## config.mk

```make
export PLATFORM = sky130hd
export DESIGN_NAME = downsample_tap_accum_flat
export DESIGN_NICKNAME = d
export VERILOG_FILES = /design/src/rtl/downsample_tap_accum_if.sv /design/src/rtl/downsample_tap_accum.sv /design/src/flat_wrapper.sv
export SDC_FILE = /design/constraint.sdc
export NUM_CORES = 1
export LEC_CHECK = 0
export BUFFER_PORTS_ARGS = -buffer_cell sky130_fd_sc_hd__buf_4
export CAP_MARGIN = 20
export CORE_ASPECT_RATIO = 0.6
export CORE_MARGIN = 8
export CORE_UTILIZATION = 50
export DETAILED_ROUTE_END_ITERATION = 16
export PLACE_DENSITY = 0.72
export REMOVE_ABC_BUFFERS = 1
export SYNTH_ARGS = -nofsm -noshare
export SYNTH_HDL_FRONTEND = slang
export SYNTH_SLANG_ARGS = --single-unit
```

## constraint.sdc

```tcl
create_clock -name ap_clk -period 3.4 [get_ports ap_clk]
set_input_delay 0.34 -clock ap_clk [delete_from_list [all_inputs] [get_ports ap_clk]]
set_output_delay 0.34 -clock ap_clk [all_outputs]
set_load 0.01 [all_outputs]
```

## src/rtl/downsample_tap_accum_if.sv

```systemverilog
// Stream bundle between the DownSample multiplier, the tap accumulator and the output writer.
// Carries the product input handshake and the accumulated-sample output handshake.
// master = producer/consumer side (testbench or surrounding pipeline), slave = accumulator.
interface downsample_tap_accum_if #(
    parameter int PROD_WIDTH = 10,
    parameter int OUT_WIDTH  = 10
);
    logic signed [PROD_WIDTH-1:0] in_prod;
    logic                         in_valid;
    logic                         in_ready;
    logic signed [OUT_WIDTH-1:0]  out_data;
    logic                         out_valid;
    logic                         out_ready;

    modport master (
        output in_prod, in_valid, out_ready,
        input  in_ready, out_data, out_valid
    );

    modport slave (
        input  in_prod, in_valid, out_ready,
        output in_ready, out_data, out_valid
    );
endinterface

```

## src/rtl/downsample_tap_accum.sv

```systemverilog
// Purpose: sums TAPS signed products per output sample, rounds (half toward +inf), shifts by SHIFT, limits to OUT_WIDTH.
// Latency: last tap accepted in cycle t -> out_valid in cycle t+1.
// Backpressure: non-last taps always accepted; only the last tap stalls while a held output is not taken.
// Build option DOWNSAMPLE_ACC_SAT_EN: clamp the result to the OUT_WIDTH range instead of two's-complement wrap.
module downsample_tap_accum #(
    parameter int PROD_WIDTH = 10,
    parameter int TAPS       = 4,
    parameter int SHIFT      = 2,
    parameter int OUT_WIDTH  = 10
) (
    input logic                    ap_clk,
    input logic                    ap_rst,
    input logic                    acc_clr,
    downsample_tap_accum_if.slave  bus
);
    // Accumulator is wide enough to hold TAPS worst-case products without overflow.
    localparam int ACC_W = PROD_WIDTH + $clog2(TAPS);
    // One spare bit so the rounding constant can never wrap the sum.
    localparam int RND_W = ACC_W + 1;
    localparam int CNT_W = $clog2(TAPS);
    localparam logic [CNT_W-1:0] LAST_TAP = CNT_W'(TAPS - 1);

    logic signed [ACC_W-1:0]     acc;
    logic signed [ACC_W-1:0]     prod_ext;
    logic signed [ACC_W-1:0]     sum;
    logic signed [RND_W-1:0]     rounded;
    logic signed [OUT_WIDTH-1:0] result;
    logic [CNT_W-1:0]            tap_cnt;
    logic                        out_valid_q;
    logic signed [OUT_WIDTH-1:0] out_data_q;
    logic                        ready;
    logic                        beat;

    // Only the closing tap needs a free output slot; a slot frees up when the held sample is taken.
    assign ready    = (tap_cnt != LAST_TAP) || !out_valid_q || bus.out_ready;
    assign beat     = bus.in_valid && ready;
    assign prod_ext = {{(ACC_W - PROD_WIDTH){bus.in_prod[PROD_WIDTH-1]}}, bus.in_prod};
    assign sum      = acc + prod_ext;

    assign bus.in_ready  = ready;
    assign bus.out_valid = out_valid_q;
    assign bus.out_data  = out_data_q;

    generate
        if (SHIFT > 0) begin : g_round
            localparam logic signed [RND_W-1:0] HALF = RND_W'(2 ** (SHIFT - 1));
            assign rounded = ($signed({sum[ACC_W-1], sum}) + HALF) >>> SHIFT;
        end else begin : g_noround
            assign rounded = {sum[ACC_W-1], sum};
        end
    endgenerate

`ifdef DOWNSAMPLE_ACC_SAT_EN
    generate
        if (OUT_WIDTH < RND_W) begin : g_sat
            localparam logic signed [RND_W-1:0] LIM_HI = RND_W'((2 ** (OUT_WIDTH - 1)) - 1);
            localparam logic signed [RND_W-1:0] LIM_LO = ~LIM_HI;
            // Clamp the rounded sum to the representable output range.
            always_comb begin
                result = OUT_WIDTH'(rounded);
                if (rounded > LIM_HI) begin
                    result = OUT_WIDTH'(LIM_HI);
                end else if (rounded < LIM_LO) begin
                    result = OUT_WIDTH'(LIM_LO);
                end
            end
        end else begin : g_nosat
            assign result = OUT_WIDTH'(rounded);
        end
    endgenerate
`else
    // Plain two's-complement truncation / sign extension to the output width.
    assign result = OUT_WIDTH'(rounded);
`endif

    // Tap counting, accumulation, and the single-entry output holding register.
    always_ff @(posedge ap_clk) begin
        if (ap_rst) begin
            acc         <= '0;
            tap_cnt     <= '0;
            out_valid_q <= 1'b0;
            out_data_q  <= '0;
        end else begin
            if (out_valid_q && bus.out_ready) begin
                out_valid_q <= 1'b0;
            end
            if (acc_clr) begin
                // A beat arriving with the clear opens the new group, even if it would have closed the old one.
                acc     <= beat ? prod_ext : '0;
                tap_cnt <= beat ? CNT_W'(1) : '0;
            end else if (beat) begin
                if (tap_cnt == LAST_TAP) begin
                    acc         <= '0;
                    tap_cnt     <= '0;
                    out_data_q  <= result;
                    out_valid_q <= 1'b1;
                end else begin
                    acc     <= sum;
                    tap_cnt <= tap_cnt + CNT_W'(1);
                end
            end
        end
    end
endmodule

```

## src/flat_wrapper.sv

```systemverilog
// flat-port wrapper written by rule: the top's interface ports become plain ports
module downsample_tap_accum_flat 
#(
    parameter int PROD_WIDTH = 10,
    parameter int TAPS       = 4,
    parameter int SHIFT      = 2,
    parameter int OUT_WIDTH  = 10
)
  (ap_clk, ap_rst, acc_clr, bus_in_prod, bus_in_valid, bus_out_ready, bus_in_ready, bus_out_data, bus_out_valid);
  downsample_tap_accum_if #(.PROD_WIDTH(PROD_WIDTH), .OUT_WIDTH(OUT_WIDTH)) bus_i ();
  input logic ap_clk;
  input logic ap_rst;
  input logic acc_clr;
  input wire logic [$bits(bus_i.in_prod)-1:0] bus_in_prod;
  input wire logic [$bits(bus_i.in_valid)-1:0] bus_in_valid;
  input wire logic [$bits(bus_i.out_ready)-1:0] bus_out_ready;
  output wire logic [$bits(bus_i.in_ready)-1:0] bus_in_ready;
  output wire logic [$bits(bus_i.out_data)-1:0] bus_out_data;
  output wire logic [$bits(bus_i.out_valid)-1:0] bus_out_valid;
  assign bus_i.in_prod = bus_in_prod;
  assign bus_i.in_valid = bus_in_valid;
  assign bus_i.out_ready = bus_out_ready;
  assign bus_in_ready = bus_i.in_ready;
  assign bus_out_data = bus_i.out_data;
  assign bus_out_valid = bus_i.out_valid;
  downsample_tap_accum #(.PROD_WIDTH(PROD_WIDTH), .TAPS(TAPS), .SHIFT(SHIFT), .OUT_WIDTH(OUT_WIDTH)) u_core (.ap_clk(ap_clk), .ap_rst(ap_rst), .acc_clr(acc_clr), .bus(bus_i));
endmodule
```

==> Flow_metrics.wiki <==
{| class="wikitable"
! Metric !! Value
|-
| Number of buffers added on ports || 26
|-
| Aggregate negative setup slack || 0 ps
|-
| Crit-path slowest cell || fa_1
|-
| CP bufs+invs || 0
|-
| Iteration-0 DRC count of the detailed router || 91
|-
| Multiplexer share of the synthesized area || between 1 and 1.5%
|-
| Fraction of final layout cells sized beyond drive strength 1 || a little under a fifth
|-
| Number of setup violations in the final report || 0
|-
| Most frequently used flop master after synthesis || dfxtp_1
|-
| Largest incremental delay on the critical path || roughly 430 ps
|-
| Pre-antenna DRT Iters || 4
|-
| Placed instance count || 273
|-
| Static leakage || between 0.7 and 0.8 nW
|-
| Root buffer cell || clkbuf_8
|-
| Post-detail-place hpwl || between 3000 and 4000 um
|-
| First-pass GRT wire length || ~7200 um
|-
| Xor/xnor cell area share of the yosys netlist || 8.98%
|-
| Yosys cell types || 40
|-
| Routed via count divided by cell count || 5.92
|-
| Area after detailed placement || slightly below 2000 um2
|-
| Post-synthesis cell area || ~1700 um2
|-
| Finished Cell Area || roughly 2000 um2
|-
| Clock buffer count from CTS || 3
|-
| Main combinational cell family by area after synthesis || compound AO/OA/AOI/OAI gates
|-
| Remaining DRCs || 0
|-
| Power density over the cells || 381 nW/um2
|-
| Cell accounting for the most synthesized area || dfxtp_1
|-
| Number of enable-type register cells in the synthesized netlist || 0
|-
| Worst-margin pin slew || between 600 and 700 ps
|-
| Maximum Capacitance Violations || 0
|-
| Worst hold path type || input pin to register
|-
| CTS resizes || 0
|-
| Worst slew margin relative to its limit || 59.2%
|-
| Post-synthesis share of cell area spent on and, or, nand and nor gates || a little over a fifth
|-
| Cell internal power dissipation || about 0.5 mW
|-
| Part of the cycle the worst path needs || between 80% and 90%
|-
| Initial core utilization || between 50% and 60%
|-
| Post-CTS clock slew at the launch and capture registers of the worst setup and hold paths || roughly 90 ps
|-
| Aggregate global-route resource usage || 15.8%
|-
| Final number of hold-violating endpoints || 0
|-
| Synthesis warning total || 0
|-
| H-tree depth || 1
|-
| FP Rows || 16
|-
| Worst supply voltage drop on vdd || between 0.15 and 0.2 mV
|-
| IO Pins || 27
|-
| Post-CTS setup buffers || 0
|-
| Result of the run || finished clean
|-
| Combinational share of power || around 35%
|-
| Unrepaired setup endpoints after global routing || no
|-
| NetSw || between 0.2 and 0.3 mW
|-
| Largest cells by area after synthesis || dfxtp_1 29%, ha_1 9.4%, a21oi_1 6.4%
|-
| Total Power Consumption || roughly 0.76 mW
|-
| Number of global-route vias before repair || ~1600
|-
| Diodes inserted || 0
|-
| Global placement routability congestion || approximately 0.90
|-
| FFs w/ async S/R, synth || 0%
|-
| Crit path max fanout || 5
|-
| Number of nets in the layout || about 260
|-
| Post-synthesis sequential element count || 25
|-
| Synthesis-to-finish area growth || 15.9%
|-
| Cells traversed along the worst timing path || ha_1 -> fa_1 -> a211oi_1 -> o21ai_1 -> xor2_2 -> nand4_1 -> nor4b_2 -> xnor2_1 -> a211oi_2
|-
| Total overflow reported by the global router || 0
|-
| Antenna viol nets, final || 0
|-
| CTS tree || yes
|-
| Final Critical Period || 2760 ps
|-
| Clock share of power || ~24%
|-
| Final Skew || 3.59 ps
|-
| Cells after synthesis || 210
|-
| DIE WIDTH || 91.9 um
|-
| Switching share of power || between 30% and 40%
|-
| Filler cells || between 300 and 400
|-
| Final-report max-slew violation count || 0
|-
| Min Hold Slack || between 300 and 400 ps
|-
| Worst Setup End Kind || register
|-
| Area of the multi-input gates || 1180 um2
|-
| Total vias in the final route || approximately 1600
|-
| Total length of routed wires || 4280 um
|-
| Top post-synthesis cells by count || 25 x dfxtp_1, 23 x nor2_1, 22 x a21oi_1
|-
| Critical Path AT || just under 3000 ps
|-
| Mean instance size in the synthesized netlist || a little over 8 um2
|-
| Most numerous cell in the Yosys netlist || dfxtp_1
|-
| Maximum number of pins on one net before global-route repair || 27
|-
| Sequential cell area || ~500 um2
|-
| Post-synthesis compound-gate area fraction || roughly 26%
|-
| Worst setup path category || register to register
|-
| # hold bufs at CTS || 0
|-
| Category of the worst setup path launch point || register
|-
| Clock latency at the later pin of the worst-skew pair || approximately 270 ps
|-
| Family with the most delay on the worst path || compound AO/OA/AOI/OAI gates
|-
| Initial antenna violation count || 0
|-
| F_max || between 300 and 400 MHz
|-
| Std-Cell Core Area || between 3000 and 4000 um2
|-
| Top cell type's share of synthesized area || about 29%
|-
| Adder-Cell Fraction of Synth Area || approximately a tenth
|-
| Cell Count, Final, Fillers Out || 277
|-
| Part of the total power dissipated in sequential elements || 41.1%
|-
| Sink count of the clock tree || 25
|-
| Die area || 5650 um2
|-
| Required time reported for the critical path endpoint || 3600 ps
|-
| Share of the yosys chip area belonging to registers || 29.0%
|-
| Vertical die dimension || between 60 and 70 um
|-
| Number of buffers on the longest clock path || 2
|-
| Wire length per cell after detailed routing || about 15 um
|}
==> power by group through the flow <==
stage               clock network (mW)  registers, mW  logic (mW)
detailed placement                   0          0.320       0.260
global placement                     0          0.320       0.253
CTS                              0.192          0.313       0.261
global route                     0.203          0.315       0.291
finish                           0.185          0.314       0.264
floorplan                            0          0.318       0.191
==> per-layer routing <==
layer	vias up	share of wire, %	GRT usage [%]
met3	5	7.5	5.11
met4	0	0.87	5.23
met2	46	45	25.7
met1	768	47	19.7
li1	821	-	-
met5	-	0	0
==> worst register-to-register path: stages, from the launching register on <==
cell and delay, ps:
dfxtp_1 320, ha_1 230, fa_1 430, a211oi_1 380
o21ai_1 180, xor2_2 290, nand4_1 230, nor4b_2 300
xnor2_1 120, a211oi_2 210
==> per-stage QoR <==
stage                     utilization [%]  setup WS [ps]
after floorplan                         -            866
after global placement               59.5            611
after detailed placement             59.5            492
after CTS                            61.0            643
after global routing                 61.0            405
final                                61.0            641
==> final cells by class <==
cell class	instances	area share, %
Tap cell	45	2.81
Multi-Input combinational cell	173	59.1
Timing Repair Buffer	27	10.1
Clock buffer	3	2.06
Inverter	3	0.563
Clock inverter	1	0.375
Sequential cell	25	25.0
==> layout by cell type, fill, tap and decap left out, types with 8 or more instances in the layout <==
cell	n
buf_4	27
dfxtp_1	25
nor2_1	23
a21oi_1	22
ha_1	13
nand3_1	11
xnor2_1	10
nor3_1	9
o21ai_0	9
nand2_1	8
==> registers in the layout, indices dropped and copies added (netlist names) <==
name	count
u_core.bus.out_data	10
u_core.bus.out_valid	1
u_core.acc	12
u_core.tap_cnt	2
==> path summary, 6_finish.rpt <==
check | startpoint | end | slack [ps] | cells past startpoint
min reg2reg | u_core.bus.out_valid$_SDFF_PP0_ | u_core.bus.out_valid$_SDFF_PP0_ | 490 | 2
min | bus_out_ready | u_core.bus.out_valid$_SDFF_PP0_ | 330 | 3
max | u_core.acc[0]$_SDFFE_PP0P_ | u_core.bus.out_data[9]$_SDFFE_PP0P_ | 640 | 9
max reg2reg | u_core.acc[0]$_SDFFE_PP0P_ | u_core.bus.out_data[9]$_SDFFE_PP0P_ | 640 | 9
==> cell families (layout without fill, tap and decap cells) <==
family | after synthesis | count (layout)
and+or+nand+nor | 74 | 74
muxes | 2 | 2
AOI/OAI and AO/OA | 67 | 67
xor gates and xnor gates | 16 | 16
adders and majority gates | 14 | 14
DFF | 25 | 25
buffers and inverters | 12 | 34
Power figures use the tool's default switching activity.
